<file path="src/rtl/id_ex_stage.sv">
// ID/EX pipeline register with load-use hazard detection.
// Inserts one bubble per load-use hazard, squashes on FLUSH, counts stalls.
module id_ex_stage #(
  parameter int XLEN = 32
) (
  input  logic            clk,
  input  logic            rst,
  input  logic [4:0]      IF_ID_RS1,
  input  logic [4:0]      IF_ID_RS2,
  input  logic [4:0]      IF_ID_RD,
  input  logic [XLEN-1:0] ID_RD1,
  input  logic [XLEN-1:0] ID_RD2,
  input  logic [XLEN-1:0] ID_IMM,
  input  logic [XLEN-1:0] ID_PC,
  input  logic            ID_VALID,
  input  logic            ID_RegWrite,
  input  logic            ID_MemRead,
  input  logic            ID_MemWrite,
  input  logic            ID_MemtoReg,
  input  logic            ID_ALUSrc,
  input  logic [1:0]      ID_ALUOp,
  input  logic            FLUSH,
  output logic [4:0]      ID_EX_RS1,
  output logic [4:0]      ID_EX_RS2,
  output logic [4:0]      ID_EX_RD,
  output logic [XLEN-1:0] ID_EX_RD1,
  output logic [XLEN-1:0] ID_EX_RD2,
  output logic [XLEN-1:0] ID_EX_IMM,
  output logic [XLEN-1:0] ID_EX_PC,
  output logic            ID_EX_VALID,
  output logic            ID_EX_RegWrite,
  output logic            ID_EX_MemRead,
  output logic            ID_EX_MemWrite,
  output logic            ID_EX_MemtoReg,
  output logic            ID_EX_ALUSrc,
  output logic [1:0]      ID_EX_ALUOp,
  output logic            PC_Write,
  output logic            IF_ID_Write,
  output logic            STALL,
  output logic [15:0]     STALL_CNT
);

  logic hz;
  logic rs_match;
  logic bubble;

  always_comb begin
    rs_match = (ID_EX_RD == IF_ID_RS1) || (ID_EX_RD == IF_ID_RS2);
    hz = ID_EX_VALID && ID_EX_MemRead && (ID_EX_RD != 5'd0)
         && ID_VALID && rs_match;
  end

  assign STALL       = hz;
  assign PC_Write    = ~hz;
  assign IF_ID_Write = ~hz;
  assign bubble      = FLUSH | hz;

  always_ff @(posedge clk or posedge rst) begin
    if (rst) begin
      ID_EX_RS1      <= '0;
      ID_EX_RS2      <= '0;
      ID_EX_RD       <= '0;
      ID_EX_RD1      <= '0;
      ID_EX_RD2      <= '0;
      ID_EX_IMM      <= '0;
      ID_EX_PC       <= '0;
      ID_EX_VALID    <= 1'b0;
      ID_EX_RegWrite <= 1'b0;
      ID_EX_MemRead  <= 1'b0;
      ID_EX_MemWrite <= 1'b0;
      ID_EX_MemtoReg <= 1'b0;
      ID_EX_ALUSrc   <= 1'b0;
      ID_EX_ALUOp    <= 2'b00;
    end else if (bubble) begin
      ID_EX_RS1      <= '0;
      ID_EX_RS2      <= '0;
      ID_EX_RD       <= '0;
      ID_EX_RD1      <= '0;
      ID_EX_RD2      <= '0;
      ID_EX_IMM      <= '0;
      ID_EX_PC       <= '0;
      ID_EX_VALID    <= 1'b0;
      ID_EX_RegWrite <= 1'b0;
      ID_EX_MemRead  <= 1'b0;
      ID_EX_MemWrite <= 1'b0;
      ID_EX_MemtoReg <= 1'b0;
      ID_EX_ALUSrc   <= 1'b0;
      ID_EX_ALUOp    <= 2'b00;
    end else begin
      ID_EX_RS1      <= IF_ID_RS1;
      ID_EX_RS2      <= IF_ID_RS2;
      ID_EX_RD       <= IF_ID_RD;
      ID_EX_RD1      <= ID_RD1;
      ID_EX_RD2      <= ID_RD2;
      ID_EX_IMM      <= ID_IMM;
      ID_EX_PC       <= ID_PC;
      ID_EX_VALID    <= ID_VALID;
      // invalid slots must never write registers or memory
      ID_EX_RegWrite <= ID_RegWrite & ID_VALID;
      ID_EX_MemRead  <= ID_MemRead  & ID_VALID;
      ID_EX_MemWrite <= ID_MemWrite & ID_VALID;
      ID_EX_MemtoReg <= ID_MemtoReg & ID_VALID;
      ID_EX_ALUSrc   <= ID_ALUSrc   & ID_VALID;
      ID_EX_ALUOp    <= ID_ALUOp    & {2{ID_VALID}};
    end
  end

  always_ff @(posedge clk or posedge rst) begin
    if (rst) begin
      STALL_CNT <= 16'h0000;
    end else if (hz && !FLUSH && STALL_CNT != 16'hFFFF) begin
      STALL_CNT <= STALL_CNT + 16'd1;
    end
  end

endmodule

</file>
<file path="config.mk">
export PLATFORM = sky130hd
export DESIGN_NAME = id_ex_stage
export DESIGN_NICKNAME = d
export VERILOG_FILES = /design/src/rtl/id_ex_stage.sv
export SDC_FILE = /design/constraint.sdc
export NUM_CORES = 1
export LEC_CHECK = 0
export CAP_MARGIN = 20
export CORE_MARGIN = 4
export CORE_UTILIZATION = 36
export DETAILED_ROUTE_END_ITERATION = 8
export GPL_TIMING_DRIVEN = 0
export PLACE_DENSITY = 0.76
export SLEW_MARGIN = 20
export SYNTH_ARGS = -nofsm -noshare
export SYNTH_HDL_FRONTEND = slang
export SYNTH_SLANG_ARGS = --single-unit
</file>
<file path="constraint.sdc">
create_clock -name clk -period 10.3 [get_ports clk]
set_input_delay 2.06 -clock clk [delete_from_list [all_inputs] [get_ports clk]]
set_output_delay 2.06 -clock clk [all_outputs]
set_load 0.05 [all_outputs]
</file>
### Yosys cells after proc, flatten, opt, wreduce, memory -nomap -nowiden

Cells that the tools add are included.

| operators by class | value |
|---|---|
| $add $sub $neg | 1 |
| equal/unequal tests | 3 |
| multiplexer cells | 14 |
| bitwise logic cells | 8 |
| reductions and logical operators | 9 |

Operator list:

| operator | number |
|---|---|
| $mux W32 | 4 |
| $add A16 B1 Y16 const B | 1 |
| $ne A16 B16 Y1 const B | 1 |
| $mux W5 | 3 |
| $eq A5 B5 Y1 | 2 |
| $logic_and A1 B1 Y1 | 6 |
| $mux W1 | 6 |
| $and A1 B1 Y1 | 5 |
| $reduce_bool A5 Y1 | 1 |
| $and A2 B2 Y2 | 1 |
| $mux W2 | 1 |
| $logic_not A1 Y1 | 1 |
| $logic_or A1 B1 Y1 | 1 |
| $not A1 Y1 | 1 |
| $or A1 B1 Y1 | 1 |

| storage, ports and cells | value |
|---|---|
| flip-flop bits (word level) | 167 |
| input bits | 154 |
| output and inout port bits | 170 |
| word-level logic and storage cells | 50 |

### Longest topological paths before layout

Gate-level depths: netlist (run 1).

| depth | value |
|---|---|
| word-level depth | 6 |
| depth in mapped cells | 7 |
| gate-level depth less buffers | 5 |

### Worst setup path after synthesis (run 1)

OpenSTA, ideal clock, no wires.

| timing | value |
|---|---|
| path type | input to output |
| from | input port IF_ID_RS1[4] |
| to | output port STALL |
| arrival time | 3560 ps |
| required time | 8240 ps |
| path slack | 4680 ps |
| cell stages on the path | 5 |
| buffers on the path | 0 |
| cells stage by stage | xnor2_1 > nand3_1 > o22ai_1 > nand2_1 > inv_1 |

| between the ends | value |
|---|---|
| word-level cells in the longest chain between the ends | 3 |

Ends and longest elaborated chain:

| element | RTL line | source |
|---|---|---|
| start, declared | 8 | `input logic [4:0] IF_ID_RS1,` |
| $eq A5 B5 Y1 | 48 | `rs_match = (ID_EX_RD == IF_ID_RS1) \|\| (ID_EX_RD == IF_ID_RS2);` |
| $logic_or A1 B1 Y1 | 48 |  |
| $logic_and A1 B1 Y1 | 50 | `&& ID_VALID && rs_match;` |
| end, declared | 39 | `output logic STALL,` |

Every way passes these cells.

### Final worst setup path (run 1)

Same ends and word-level chain as after synthesis.

==> flow_summary.json, run 1 <==
{
  "timing.rr.start": "ID_EX_RD[0]$_DFF_PP0_",
  "start_util_pct": 36.8,
  "die_y_microns": 135,
  "vias": 4320,
  "ys_warn_count": 0,
  "critical_path.most_common_cell": "clkdlybuf4s50_1",
  "wirelength_microns": 17200,
  "hp-class": "flip-flop to flip-flop",
  "ant_nets": 0,
  "cts_tree": "done",
  "clockBufferDepth": 2,
  "syn-num-nets": 572,
  "path_clk_slew_ns": 0.06,
  "numPortBuffers": 323,
  "root_buffer": "clkbuf_16",
  "synth_seq_cells": 167,
  "cp-startpoint": "IF_ID_RS1[4]",
  "cp_slowest_cell": "clkdlybuf4s50_1",
  "status": "complete, no violations",
  "powerDensity_mw_per_mm2": 160,
  "firstDrtPassIters": 4,
  "start_kind": "input port",
  "syn_avg_cell_area_sq_um": 14.0,
  "final_core_util_pct": 62.7,
  "max_slew.worst_pin.slew_ns": 0.604,
  "rr_endpoint": "ID_EX_PC[1]$_DFF_PP0_",
  "ir_drop_mv": 0.0992,
  "cts_hold_buf": 0,
  "grt_usage_pct": 19.1,
  "wl_per_cell_microns": 17.4,
  "grt_max_degree": 91,
  "finalHoldViolCount": 0,
  "end_kind": "output port",
  "post_cts_buffers": 0,
  "critPathKind": "input port to output port",
  "drt_iter0_drc": 135,
  "die_w_microns": 135,
  "required_ns": 8.24,
  "clock-sinks": 167,
  "crit_chain": "clkdlybuf4s50_1 > xnor2_1 > nand3_1 > o22ai_1 > nand2_1 > inv_1 > clkdlybuf4s50_1",
  "synth-seq-area-share_pct": 71.6,
  "ys_types": 32,
  "final_nets": 915,
  "slew_headroom_pct": 59.7,
  "r2r_slack_ns": 8.01,
  "worstPathArrival_ns": 4.48,
  "max_freq_mhz": 153,
  "grt_pass1_vias": 4729,
  "maxSlewViolCount": 0,
  "ys.flop_type": "dfrtp_1",
  "coreArea_sq_mm": 0.0159,
  "setup_slack_ns": 3.76,
  "setup_viol_count_final": 0,
  "power_uw": 1600,
  "gp_congestion": 0.791,
  "viasPerCell": 4.36,
  "grt_antenna_before_repair": 1,
  "tns_ns": 0,
  "cpPeakStageDelay_ns": 0.81,
  "cts_buffers": 17,
  "io_pins": 324,
  "syn_inst": 417,
  "synth_edf_count": 0,
  "layout-drive-gt1-share_pct": 6.08,
  "htreeDepth": 4,
  "multiInputGateArea_sq_mm": 0.00152,
  "finalClockSkew_ns": 0.00944,
  "cp-endpoint": "STALL",
  "syn_to_final_growth_pct": 70.5,
  "leakage_uw": 0.00438,
  "n_fill_cell": 1241,
  "seqCellArea_sq_mm": 0.00418,
  "cts.repair.resized": 0,
  "r2r_cells": 5,
  "design_area_sq_mm": 0.00995,
  "grt_pass1_wl_microns": 26500,
  "dp_slack_ns": 3.71,
  "dp_hpwl_microns": 13500,
  "drc": 0,
  "postPlaceCellArea_sq_mm": 0.00938,
  "syn_area_sq_mm": 0.00584,
  "die-area_sq_mm": 0.0183,
  "clk_latency_ns": 0.42,
  "finalCriticalPeriod_ns": 6.54,
  "drv_cap": 0,
  "async_reset_ff_share_pct": 100,
  "rsz0062_at_grt": "no",
  "grt_overflow": 0,
  "critPathMaxFanout": 5,
  "timing.final.crit_share_pct": 63.5,
  "num_rows": 46
}
through the flow:
stage                     cells  hold slack, ns
final                       990           0.487
after global routing        990           0.524
after CTS                   989           0.490
after detailed placement    957           0.480
after global placement      956           0.474
after floorplan             417           0.789
worst max-delay path: cells and delay by family:
kind                      cells  cell delay, ns
and+or+nand+nor               2            0.34
AOI/OAI and AO/OA             1            0.51
xor gates and xnor gates      1            0.14
buffers and inverters         3            1.42
metal layers:
| metal | track usage [%] | wire [microns] | vias to the layer above |
|---|---|---|---|
| met5 | 0 | 0 | - |
| met4 | 5.82 | 333 | 0 |
| met3 | 8.54 | 1780 | 22 |
| met2 | 33.1 | 8860 | 221 |
| met1 | 21.3 | 6250 | 2066 |
| li1 | - | - | 2011 |
layout make-up:
type	instances	area share, %
Sequential cell	167	42.0
Timing Repair Buffer	324	32.8
Multi-Input combinational cell	230	15.3
Clock buffer	20	4.59
Tap cell	216	2.71
Buffer	18	1.32
Clock inverter	12	1.19
Inverter	2	0.151
Antenna cell	1	0.0251
how the worst min path moves through the flow:
stage | from | to | slack (ns) | depth (start not counted)
floorplan | STALL_CNT[8]$_DFFE_PP0P_ | STALL_CNT[8]$_DFFE_PP0P_ | 0.79 | 1
global placement | STALL_CNT[14]$_DFFE_PP0P_ | STALL_CNT[14]$_DFFE_PP0P_ | 0.47 | 1
detailed placement | STALL_CNT[14]$_DFFE_PP0P_ | STALL_CNT[14]$_DFFE_PP0P_ | 0.48 | 1
CTS | STALL_CNT[14]$_DFFE_PP0P_ | STALL_CNT[14]$_DFFE_PP0P_ | 0.49 | 1
global route | STALL_CNT[5]$_DFFE_PP0P_ | STALL_CNT[5]$_DFFE_PP0P_ | 0.52 | 1
finish | STALL_CNT[14]$_DFFE_PP0P_ | STALL_CNT[14]$_DFFE_PP0P_ | 0.49 | 1
synth_stat cells, types with 2 or more instances:
cell	count	share of area, %
and3_1	5	0.54
nand4_1	6	0.64
buf_6	8	1.5
nand3_1	6	0.51
nor3_1	4	0.34
nor4_1	9	0.96
dfrtp_1	167	72
xor2_1	12	1.8
inv_1	2	0.13
nand2b_1	3	0.32
clkbuf_1	9	0.58
xnor2_1	12	1.8
nand2_1	6	0.39
and2_1	150	16
cells by family (layout without fill, tap and decap cells):
group	after synthesis	count (layout)	share of synthesized area [%]
AND/OR/NAND/NOR	194	194	20.5
multiplexers	1	1	0.193
adder cells (fa/ha/maj)	1	1	0.214
AO/OA/AOI/OAI	10	10	1.54
flip-flops	167	167	71.6
buffers and inverters	20	376	2.38
XOR/XNOR	24	24	3.60
other	0	1	0
state kept, by name (all words and copies together) (netlist names):
register        count
ID_EX_IMM          32
ID_EX_RS1           5
STALL_CNT          16
ID_EX_RS2           5
ID_EX_PC           32
ID_EX_MemRead       1
ID_EX_MemtoReg      1
ID_EX_ALUSrc        1
ID_EX_RD            5
ID_EX_RD2          32
ID_EX_RegWrite      1
ID_EX_MemWrite      1
ID_EX_RD1          32
ID_EX_VALID         1
ID_EX_ALUOp         2
placed cells by master, fill, tap and decap left out, types with 2 or more instances in the layout:
| cell | netlist | layout |
|---|---|---|
| nand2_1 | 6 | 6 |
| clkinv_4 | 0 | 2 |
| and3_1 | 5 | 5 |
| xnor2_1 | 12 | 12 |
| clkbuf_1 | 9 | 10 |
| clkbuf_16 | 0 | 17 |
| nand2b_1 | 3 | 3 |
| clkbuf_8 | 0 | 2 |
| dfrtp_1 | 167 | 167 |
| inv_8 | 0 | 2 |
| nor4_1 | 9 | 9 |
| inv_6 | 0 | 2 |
| clkinvlp_4 | 0 | 5 |
| buf_6 | 8 | 8 |
| nand4_1 | 6 | 6 |
| xor2_1 | 12 | 12 |
| clkdlybuf4s50_1 | 0 | 323 |
| and2_1 | 150 | 150 |
| nor3_1 | 4 | 4 |
| nand3_1 | 6 | 6 |
report_power, final:
part | internal, uW | switching [uW]
clock | 349 | 262
sequential | 686 | 10.0
combinational | 123 | 166
No activity file was read; power rests on OpenSTA's default activity.
==> run 2, diff against run 1 <==
--- a/config.mk
+++ b/config.mk
@@ -7,10 +7,10 @@
 export LEC_CHECK = 0
 export CAP_MARGIN = 20
 export CORE_MARGIN = 4
-export CORE_UTILIZATION = 36
+export CORE_UTILIZATION = 35
 export DETAILED_ROUTE_END_ITERATION = 8
 export GPL_TIMING_DRIVEN = 0
-export PLACE_DENSITY = 0.76
+export PLACE_DENSITY = 0.77
 export SLEW_MARGIN = 20
 export SYNTH_ARGS = -nofsm -noshare
 export SYNTH_HDL_FRONTEND = slang
==> constraint.sdc (replaced) <==
create_clock -name clk -period 5.4 [get_ports clk]
set_input_delay 1.08 -clock clk [delete_from_list [all_inputs] [get_ports clk]]
set_output_delay 1.08 -clock clk [all_outputs]
set_load 0.05 [all_outputs]
==> flow_summary.json, run 2 (synthesis gave the netlist of run 1 again) <==
{
  "syn_to_final_growth_pct": 71.9,
  "critical_path.most_common_cell": "clkdlybuf4s50_1",
  "slew_headroom_pct": 62.0,
  "finalClockSkew_ns": 0.00703,
  "root_buffer": "clkbuf_16",
  "globalRouteMet3Util_pct": 7.90,
  "layout-drive-gt1-share_pct": 6.44,
  "layout_common_cells": "clkdlybuf4s50_1 (323), dfrtp_1 (167), and2_1 (150)",
  "ant_nets": 0,
  "vias": 4331,
  "grt_max_degree": 36,
  "cpPeakStageDelay_ns": 0.80,
  "post_cts_buffers": 0,
  "htreeDepth": 4,
  "clk_latency_ns": 0.41,
  "required_ns": 4.32,
  "status": "complete, no violations",
  "ir_drop_mv": 0.188,
  "timing.final.crit_share_pct": 83.5,
  "cts_buffers": 17,
  "drc": 0,
  "grt_most_used_layer": "met2",
  "grt_util_met2_pct": 31.7,
  "start_kind": "input port",
  "die_y_microns": 137,
  "dp_hpwl_microns": 13500,
  "maxSlewViolCount": 0,
  "cts_hold_buf": 0,
  "powerDensity_mw_per_mm2": 306,
  "coreArea_sq_mm": 0.0161,
  "drt_iter0_drc": 97,
  "r2r_slack_ns": 3.16,
  "crit_chain": "clkdlybuf4s50_1 > xnor2_1 > nand3_1 > o22ai_1 > nand2_1 > inv_1 > clkdlybuf4s50_1",
  "die_w_microns": 137,
  "gp_congestion": 0.791,
  "max_freq_mhz": 222,
  "grt_pass1_wl_microns": 25600,
  "final_nets": 919,
  "grt_overflow": 0,
  "wl_per_cell_microns": 17.0,
  "critPathMaxFanout": 5,
  "clockBufferDepth": 2,
  "wirelength_microns": 16900,
  "drv_cap": 0,
  "clock-sinks": 167,
  "final_common_cell": "clkdlybuf4s50_1",
  "finalCriticalPeriod_ns": 4.51,
  "cp_slowest_cell": "clkdlybuf4s50_1",
  "grt_use_met1_pct": 19.6,
  "end_kind": "output port",
  "io_pins": 324,
  "hp-class": "flip-flop to flip-flop",
  "tns_ns": 0,
  "grt_antenna_before_repair": 1,
  "leakage_uw": 0.00442,
  "viasPerCell": 4.36,
  "path_clk_slew_ns": 0.06,
  "firstDrtPassIters": 4,
  "cts_tree": "done",
  "start_util_pct": 36.2,
  "rsz0062_at_grt": "no",
  "holdWs_ns": 0.484,
  "finalHoldViolCount": 0,
  "worstPathArrival_ns": 3.43,
  "grt_pass1_vias": 4708,
  "max_slew.worst_pin.slew_ns": 0.570,
  "critPathKind": "input port to output port",
  "grt_usage_pct": 18.0,
  "cts.repair.resized": 0,
  "die-area_sq_mm": 0.0188,
  "insertedDiodeCount": 0,
  "n_fill_cell": 1229,
  "numPortBuffers": 323,
  "setup_viol_count_final": 0,
  "num_rows": 46
}
## run 2: worst max-delay path: cells and delay by family
family	cells	cell delay [ns]
AOI/OAI and AO/OA	1	0.49
xor gates and xnor gates	1	0.14
buffers and inverters	3	1.40
and+or+nand+nor	2	0.32
## run 2: power by group
group	leakage, uW	switching (uW)	total [uW]	internal (uW)
Clock	0.000279	480	1190	706
Sequential	0.00217	19.5	1330	1310
Combinational	0.00197	318	558	240
## run 2: path summary, 6_finish.rpt
path | from | endpoint | cells past startpoint
setup / recovery | IF_ID_RS1[4] | STALL | 7
hold / removal | STALL_CNT[5]$_DFFE_PP0P_ | STALL_CNT[5]$_DFFE_PP0P_ | 1
setup reg to reg | ID_EX_RD[0]$_DFF_PP0_ | ID_EX_PC[3]$_DFF_PP0_ | 5
hold reg to reg | STALL_CNT[5]$_DFFE_PP0P_ | STALL_CNT[5]$_DFFE_PP0P_ | 1
max in group asynchronous | rst | STALL_CNT[2]$_DFFE_PP0P_ | 4
min in group asynchronous | rst | ID_EX_RD2[5]$_DFF_PP0_ | 2
## run 2: layout make-up
type                            count  area, sq um  share of cell area, %
Sequential cell                   167         4180                   41.6
Clock inverter                     11          124                   1.23
Inverter                            2         11.3                  0.112
Timing Repair Buffer              328         3340                   33.3
Tap cell                          216          270                   2.69
Clock buffer                       21          460                   4.59
Buffer                             18          131                   1.31
Multi-Input combinational cell    230         1520                   15.1
## run 2: per-stage QoR
stage	cells	utilization [%]	cell area, sq um	worst slack, ns	total power [uW]
after CTS	993	62.3	10000	0.886	3110
final	993	62.3	10000	0.892	3070
after floorplan	417	-	5840	1.74	1640
after global routing	993	62.3	10000	0.789	3190
after detailed placement	961	58.7	9450	0.894	1910
after global placement	956	58.0	9350	0.913	1900
## run 2: routing by layer
metal  share of wire, %  wire [microns]  vias up
met2                 53            8930      212
li1                   -               -     2026
met4                1.7             284        2
met3                 10            1770       21
met1                 35            5930     2070
met5              0.077              13        -
